--- src/rtl/clock_pkg.sv ---
// Shared constants and preset clamping for the min/sec timebase.
// Both BCD counters use this package.
package clock_pkg;

    localparam int UNITS_W        = 4;
    localparam int TENS_W         = 3;
    localparam int DEFAULT_CLK_HZ = 50_000_000;

    localparam logic [UNITS_W-1:0] UNITS_MAX  = 4'd9;
    localparam logic [TENS_W-1:0]  TENS60_MAX = 3'd5;

    // An out-of-range preset digit loads zero. Each digit is judged on its own.
    function automatic logic [UNITS_W-1:0] clamp_units(input logic [UNITS_W-1:0] d);
        return (d > UNITS_MAX) ? '0 : d;
    endfunction

    function automatic logic [TENS_W-1:0] clamp_tens(input logic [TENS_W-1:0] d);
        return (d > TENS60_MAX) ? '0 : d;
    endfunction

endpackage

--- src/rtl/bcd_mod60.sv ---
// Two-digit BCD counter, modulo 60, with preset and clear.
// When a load, zero and inc arrive together, load wins, then zero, then inc.
module bcd_mod60
    import clock_pkg::*;
(
    input  logic               clk,
    input  logic               clr_n,
    input  logic               inc,
    input  logic               zero,
    input  logic               load,
    input  logic [UNITS_W-1:0] d0,
    input  logic [TENS_W-1:0]  d1,
    output logic [UNITS_W-1:0] q0,
    output logic [TENS_W-1:0]  q1,
    output logic               wrap
);

    logic [UNITS_W-1:0] q0_reg;
    logic [TENS_W-1:0]  q1_reg;
    logic               units_top;
    logic               tens_top;

    assign units_top = (q0_reg == UNITS_MAX);
    assign tens_top  = (q1_reg == TENS60_MAX);

    // Combinational so that the next stage counts on the same edge.
    assign wrap = inc && units_top && tens_top;

    always_ff @(posedge clk or negedge clr_n) begin
        if (!clr_n) begin
            q0_reg <= '0;
            q1_reg <= '0;
        end else if (load) begin
            q0_reg <= clamp_units(d0);
            q1_reg <= clamp_tens(d1);
        end else if (zero) begin
            q0_reg <= '0;
            q1_reg <= '0;
        end else if (inc) begin
            if (units_top) begin
                q0_reg <= '0;
                q1_reg <= tens_top ? '0 : q1_reg + TENS_W'(1);
            end else begin
                q0_reg <= q0_reg + UNITS_W'(1);
            end
        end
    end

    assign q0 = q0_reg;
    assign q1 = q1_reg;

endmodule

--- src/rtl/min_sec_timebase.sv ---
// 1 Hz prescaler plus BCD seconds and minutes, with an hour-enable pulse,
// minute preset, seconds clear and a colon blink.
module min_sec_timebase
    import clock_pkg::*;
#(
    parameter int CLK_HZ = DEFAULT_CLK_HZ
) (
    input  logic               clk,
    input  logic               clr_n,
    input  logic               run,
    input  logic               sec_clr,
    input  logic               load,
    input  logic [UNITS_W-1:0] d_m0,
    input  logic [TENS_W-1:0]  d_m1,
    output logic [UNITS_W-1:0] s0,
    output logic [TENS_W-1:0]  s1,
    output logic [UNITS_W-1:0] m0,
    output logic [TENS_W-1:0]  m1,
    output logic               tick_1hz,
    output logic               hour_en,
    output logic               blink
);

    localparam int               PRE_W    = $clog2(CLK_HZ);
    localparam logic [PRE_W-1:0] PRE_MAX  = PRE_W'(CLK_HZ - 1);
    localparam logic [PRE_W-1:0] PRE_HALF = PRE_W'(CLK_HZ / 2);

    logic [PRE_W-1:0] pre_reg;
    logic [PRE_W-1:0] pre_next;
    logic             tick_reg;
    logic             hour_reg;
    logic             blink_reg;
    logic             tick_now;
    logic             sec_wrap;
    logic             min_wrap;
    logic             restart;

    // Either control input restarts the second, and any tick on that edge is dropped.
    assign restart  = load || sec_clr;
    assign tick_now = run && !restart && (pre_reg == PRE_MAX);

    always_comb begin
        pre_next = pre_reg;
        if (restart) begin
            pre_next = '0;
        end else if (run) begin
            pre_next = (pre_reg == PRE_MAX) ? '0 : pre_reg + PRE_W'(1);
        end
    end

    // blink is computed from pre_next, so the registered value lines up
    // with the prescaler count it describes.
    always_ff @(posedge clk or negedge clr_n) begin
        if (!clr_n) begin
            pre_reg   <= '0;
            tick_reg  <= 1'b0;
            hour_reg  <= 1'b0;
            blink_reg <= 1'b0;
        end else begin
            pre_reg   <= pre_next;
            tick_reg  <= tick_now;
            hour_reg  <= min_wrap;
            blink_reg <= (pre_next >= PRE_HALF);
        end
    end

    bcd_mod60 u_sec (
        .clk   (clk),
        .clr_n (clr_n),
        .inc   (tick_now),
        .zero  (restart),
        .load  (1'b0),
        .d0    ('0),
        .d1    ('0),
        .q0    (s0),
        .q1    (s1),
        .wrap  (sec_wrap)
    );

    // sec_wrap is already gated by restart, so load can never raise min_wrap.
    bcd_mod60 u_min (
        .clk   (clk),
        .clr_n (clr_n),
        .inc   (sec_wrap),
        .zero  (1'b0),
        .load  (load),
        .d0    (d_m0),
        .d1    (d_m1),
        .q0    (m0),
        .q1    (m1),
        .wrap  (min_wrap)
    );

    assign tick_1hz = tick_reg;
    assign hour_en  = hour_reg;
    assign blink    = blink_reg;

endmodule
--- config.mk ---
export PLATFORM = sky130hd
export DESIGN_NAME = min_sec_timebase
export DESIGN_NICKNAME = d
export VERILOG_FILES = /design/src/rtl/clock_pkg.sv /design/src/rtl/bcd_mod60.sv /design/src/rtl/min_sec_timebase.sv
export SDC_FILE = /design/constraint.sdc
export NUM_CORES = 1
export LEC_CHECK = 0
export ABC_AREA = 1
export CAP_MARGIN = 15
export CORE_MARGIN = 2
export CORE_UTILIZATION = 50
export DETAILED_ROUTE_END_ITERATION = 8
export MAX_ROUTING_LAYER = met4
export PLACE_DENSITY = 0.68
export SYNTH_ARGS = -nofsm -noshare
export SYNTH_HDL_FRONTEND = slang
export SYNTH_HIERARCHICAL = 1
export SYNTH_SLANG_ARGS = --single-unit
--- constraint.sdc ---
create_clock -name clk -period 2.8 [get_ports clk]
set_input_delay 0.42 -clock clk [delete_from_list [all_inputs] [get_ports clk]]
set_output_delay 0.42 -clock clk [all_outputs]
set_load 0.05 [all_outputs]
==> results.md <==
* Max-slew violations at 0
* Crit path capture type: register
* Max reg flops at 26
* Clock root cell: clkbuf_8
* First-pass GRT wire length at 12300 um
* Resized cells post-CTS at 0
* Cell area power density at 395 nW/um^2
* Outcome: finished, final reports clean
* DRC at 0
* Drt wl/cell at 11.9 um
* Total number of vias at 2922
* Max VDD drop at 0.000270 V
* Cell variety after synth at 28
* Remaining global-route overflow at 0
* Pin count of the biggest net entering global routing at 44
* Ports at 29
* Cell leakage power at 1.84 nW
* CTS tree: built
* Crit-path cells: ha_1 -> inv_1 -> nor2_2 -> nand2_1 -> nor2_1 -> nand3_1 -> nor2_1 -> inv_2 -> nor3_1 -> inv_2 -> nand2_4 -> inv_2 -> nor2_2 -> nand2_1 -> o21ai_1
* Nets@finish at 529
* Crit path launch type: register
* Num CTS Buffers at 5
* RSZ-0062 raised after global routing: no
* Largest stage delay, worst path at 0.39 ns
* DR vias/cell at 4.95
* Seq/Total Area, Yosys at 33.7%
* Setup TNS at 0 ns
* Syn. warnings at 6
* Total wire length at 7040 um
* Utilization after layout at 59.2%
* First-pass DRT Iterations at 5
* Post-CTS Hold Fix Bufs at 0
* Least-Margin Pin Slew at 1.02 ns
* Port Buffers at 28
* Initial antenna violation count at 0
* R2R setup slack at 0.48 ns
* Worst flop-to-flop path endpoint: u_min/q1[0]$_DFFE_PN0P_
* Hold Violations, Final at 0
* Final min period at 2.32 ns
* Cells after Synth at 463
* Period utilization at 82.9%
* Crit path DAT at 2.56 ns
* Yosys reg bits at 43
* FF-to-FF path depth at 15
* Syn-to-layout area delta at 16.2%
* Die area at 7050 sq um
* Die W at 83.9 um
* Total clock sinks at 43
* GPL Wtd Cong at 0.861
* Max Fclk at 0.431 GHz
* Synth Cell Area at 3200 sq um
* Clk slew on worst S/H paths at 0.09 ns
* Syn avg cell area at 6.90 sq um
* Final ANT Viol Nets at 0
* WS Path Type: register to register
* Rel. slew slack at 31.8%
* Htree depth at 2
* Max FO, Critical Path at 8
* N_diodes at 0
* Clock Path Buffers at 2
* Vias in the first global route at 2682
* Share of layout cells above drive strength 1 at 15.6%
* Clk_lat worst skew at 0.31 ns
* Min-delay worst type: primary input to asynchronous set/reset pin
* # rows at 29
* GRT Util Overall at 22.1%
* Dpl hpwl at 5390 um
* Final setup violation count at 0
* RR Startpoint: pre_reg[0]$_DFF_PN0_
* FILL cells at 605
* Postcts setup bufs at 0
* Most used cell along the critical path: inv_2
* Max-Cap Viols at 0
* Initial Util at 50.9%
* Skew final at 0.0139 ns
* Die Y at 83.9 um
* Initial drt markers at 235
* WP data required at 3.04 ns
* Crit-path slowest cell: dfrtp_1
* Core ar. at 6280 sq um
-- logic make-up after synthesis --
| logic type | Yosys count | share of synthesized area [%] |
|---|---|---|
| other | 1 | 0.117 |
| buffers and inverters | 79 | 10.3 |
| flip-flops | 43 | 33.7 |
| AND/OR/NAND/NOR | 314 | 49.8 |
| adder cells (fa/ha/maj) | 5 | 1.96 |
| AO/OA/AOI/OAI | 16 | 2.82 |
| XOR/XNOR | 5 | 1.37 |
-- cells in the mapped netlist --
| library cell | n | area share (%) |
|---|---|---|
| nor2_8 | 5 | 3.1 |
| nand3b_1 | 2 | 0.47 |
| buf_4 | 1 | 0.24 |
| conb_1 | 1 | 0.12 |
| dfrtp_1 | 43 | 34 |
| o21ai_0 | 5 | 0.78 |
| nand3_1 | 54 | 8.5 |
| nand3_2 | 7 | 2.2 |
| clkinv_1 | 1 | 0.12 |
| nand2_2 | 13 | 2.5 |
| xor2_1 | 5 | 1.4 |
| a21oi_1 | 4 | 0.63 |
| a21oi_2 | 2 | 0.55 |
| nor2_2 | 14 | 2.7 |
| o21ai_1 | 3 | 0.47 |
| nand2_4 | 4 | 1.4 |
| o22ai_1 | 2 | 0.39 |
| nand4_1 | 10 | 2.0 |
| inv_2 | 11 | 1.3 |
| nor2_1 | 57 | 6.7 |
| inv_1 | 61 | 7.2 |
| nor2_4 | 11 | 3.9 |
| buf_6 | 3 | 1.1 |
| ha_1 | 5 | 2.0 |
| nand2_1 | 133 | 16 |
| inv_4 | 2 | 0.39 |
| nor3_1 | 3 | 0.47 |
| nor3b_1 | 1 | 0.24 |
-- cell type report --
| cell class | instances | area, sq um | area share [%] |
|---|---|---|---|
| multi-input combinational | 357 | 1850 | 49.9 |
| sequential | 43 | 1080 | 29.0 |
| timing repair buffer | 30 | 290 | 7.82 |
| inverter | 75 | 287 | 7.72 |
| tap | 77 | 96.3 | 2.59 |
| clock buffer | 5 | 68.8 | 1.85 |
| clock inverter | 3 | 43.8 | 1.18 |
-- layer usage --
layer	vias up	global-route usage (%)	routed length [um]
met3	9	3.86	385
met2	82	34.9	3260
li1	1512	-	-
met5	-	-	0
met1	1319	29.4	3300
met4	0	6.30	93
-- power by group --
group / switching (mW) / internal, mW
clock: 0.239 / 0.266
sequential: 0.0350 / 0.643
combinational: 0.188 / 0.0949
total: 0.462 / 1.00
-- critical path, delay by kind of cell, from the launching register on --
kind | cells | cell delay, ns
buffers and inverters | 4 | 0.28
adder cells (fa/ha/maj) | 1 | 0.20
AND/OR/NAND/NOR | 9 | 1.31
AO/OA/AOI/OAI | 1 | 0.07
flip-flops | 1 | 0.39
-- worst max path at each step --
stage	end	from	cells past startpoint	slack (ns)
6_report	u_min/q1[0]$_DFFE_PN0P_	pre_reg[0]$_DFF_PN0_	15	0.48
4_1_cts	u_min/q1[0]$_DFFE_PN0P_	pre_reg[0]$_DFF_PN0_	15	0.48
3_3_place_gp	u_min/q1[0]$_DFFE_PN0P_	run	13	0.32
5_1_grt	u_min/q1[1]$_DFFE_PN0P_	pre_reg[1]$_DFF_PN0_	15	0.23
3_5_place_dp	u_min/q1[0]$_DFFE_PN0P_	run	13	0.30
2_1_floorplan	u_min/q1[0]$_DFFE_PN0P_	pre_reg[0]$_DFF_PN0_	15	0.82
-- cell usage in the layout (no fill, tap or decap), types with 3 or more instances in the layout --
cell type,Yosys,routed
clkbuf_8,0,5
dfrtp_1,43,43
nor2_8,5,5
nor2_1,57,57
clkdlybuf4s50_1,0,27
nand2_2,13,13
nor2_2,14,14
xor2_1,5,5
nand4_1,10,10
nand3_2,7,7
nand2_1,133,133
nand3_1,54,54
inv_1,61,61
nor2_4,11,11
nor3_1,3,3
a21oi_1,4,4
ha_1,5,5
o21ai_1,3,3
conb_1,1,17
o21ai_0,5,5
inv_2,11,11
nand2_4,4,4
-- metrics by stage --
stage | worst slack [ns] | instances | hold slack, ns | cell area, sq um | power [mW]
after floorplan | 0.815 | 479 | 0.124 | 3260 | 0.878
after detailed placement | 0.300 | 582 | 0.511 | 3600 | 0.973
final | 0.480 | 590 | 0.265 | 3710 | 1.47
after global placement | 0.317 | 582 | 0.519 | 3600 | 0.970
after CTS | 0.483 | 590 | 0.310 | 3710 | 1.48
after global routing | 0.229 | 590 | 0.362 | 3710 | 1.54
Power figures use the tool's default switching activity.
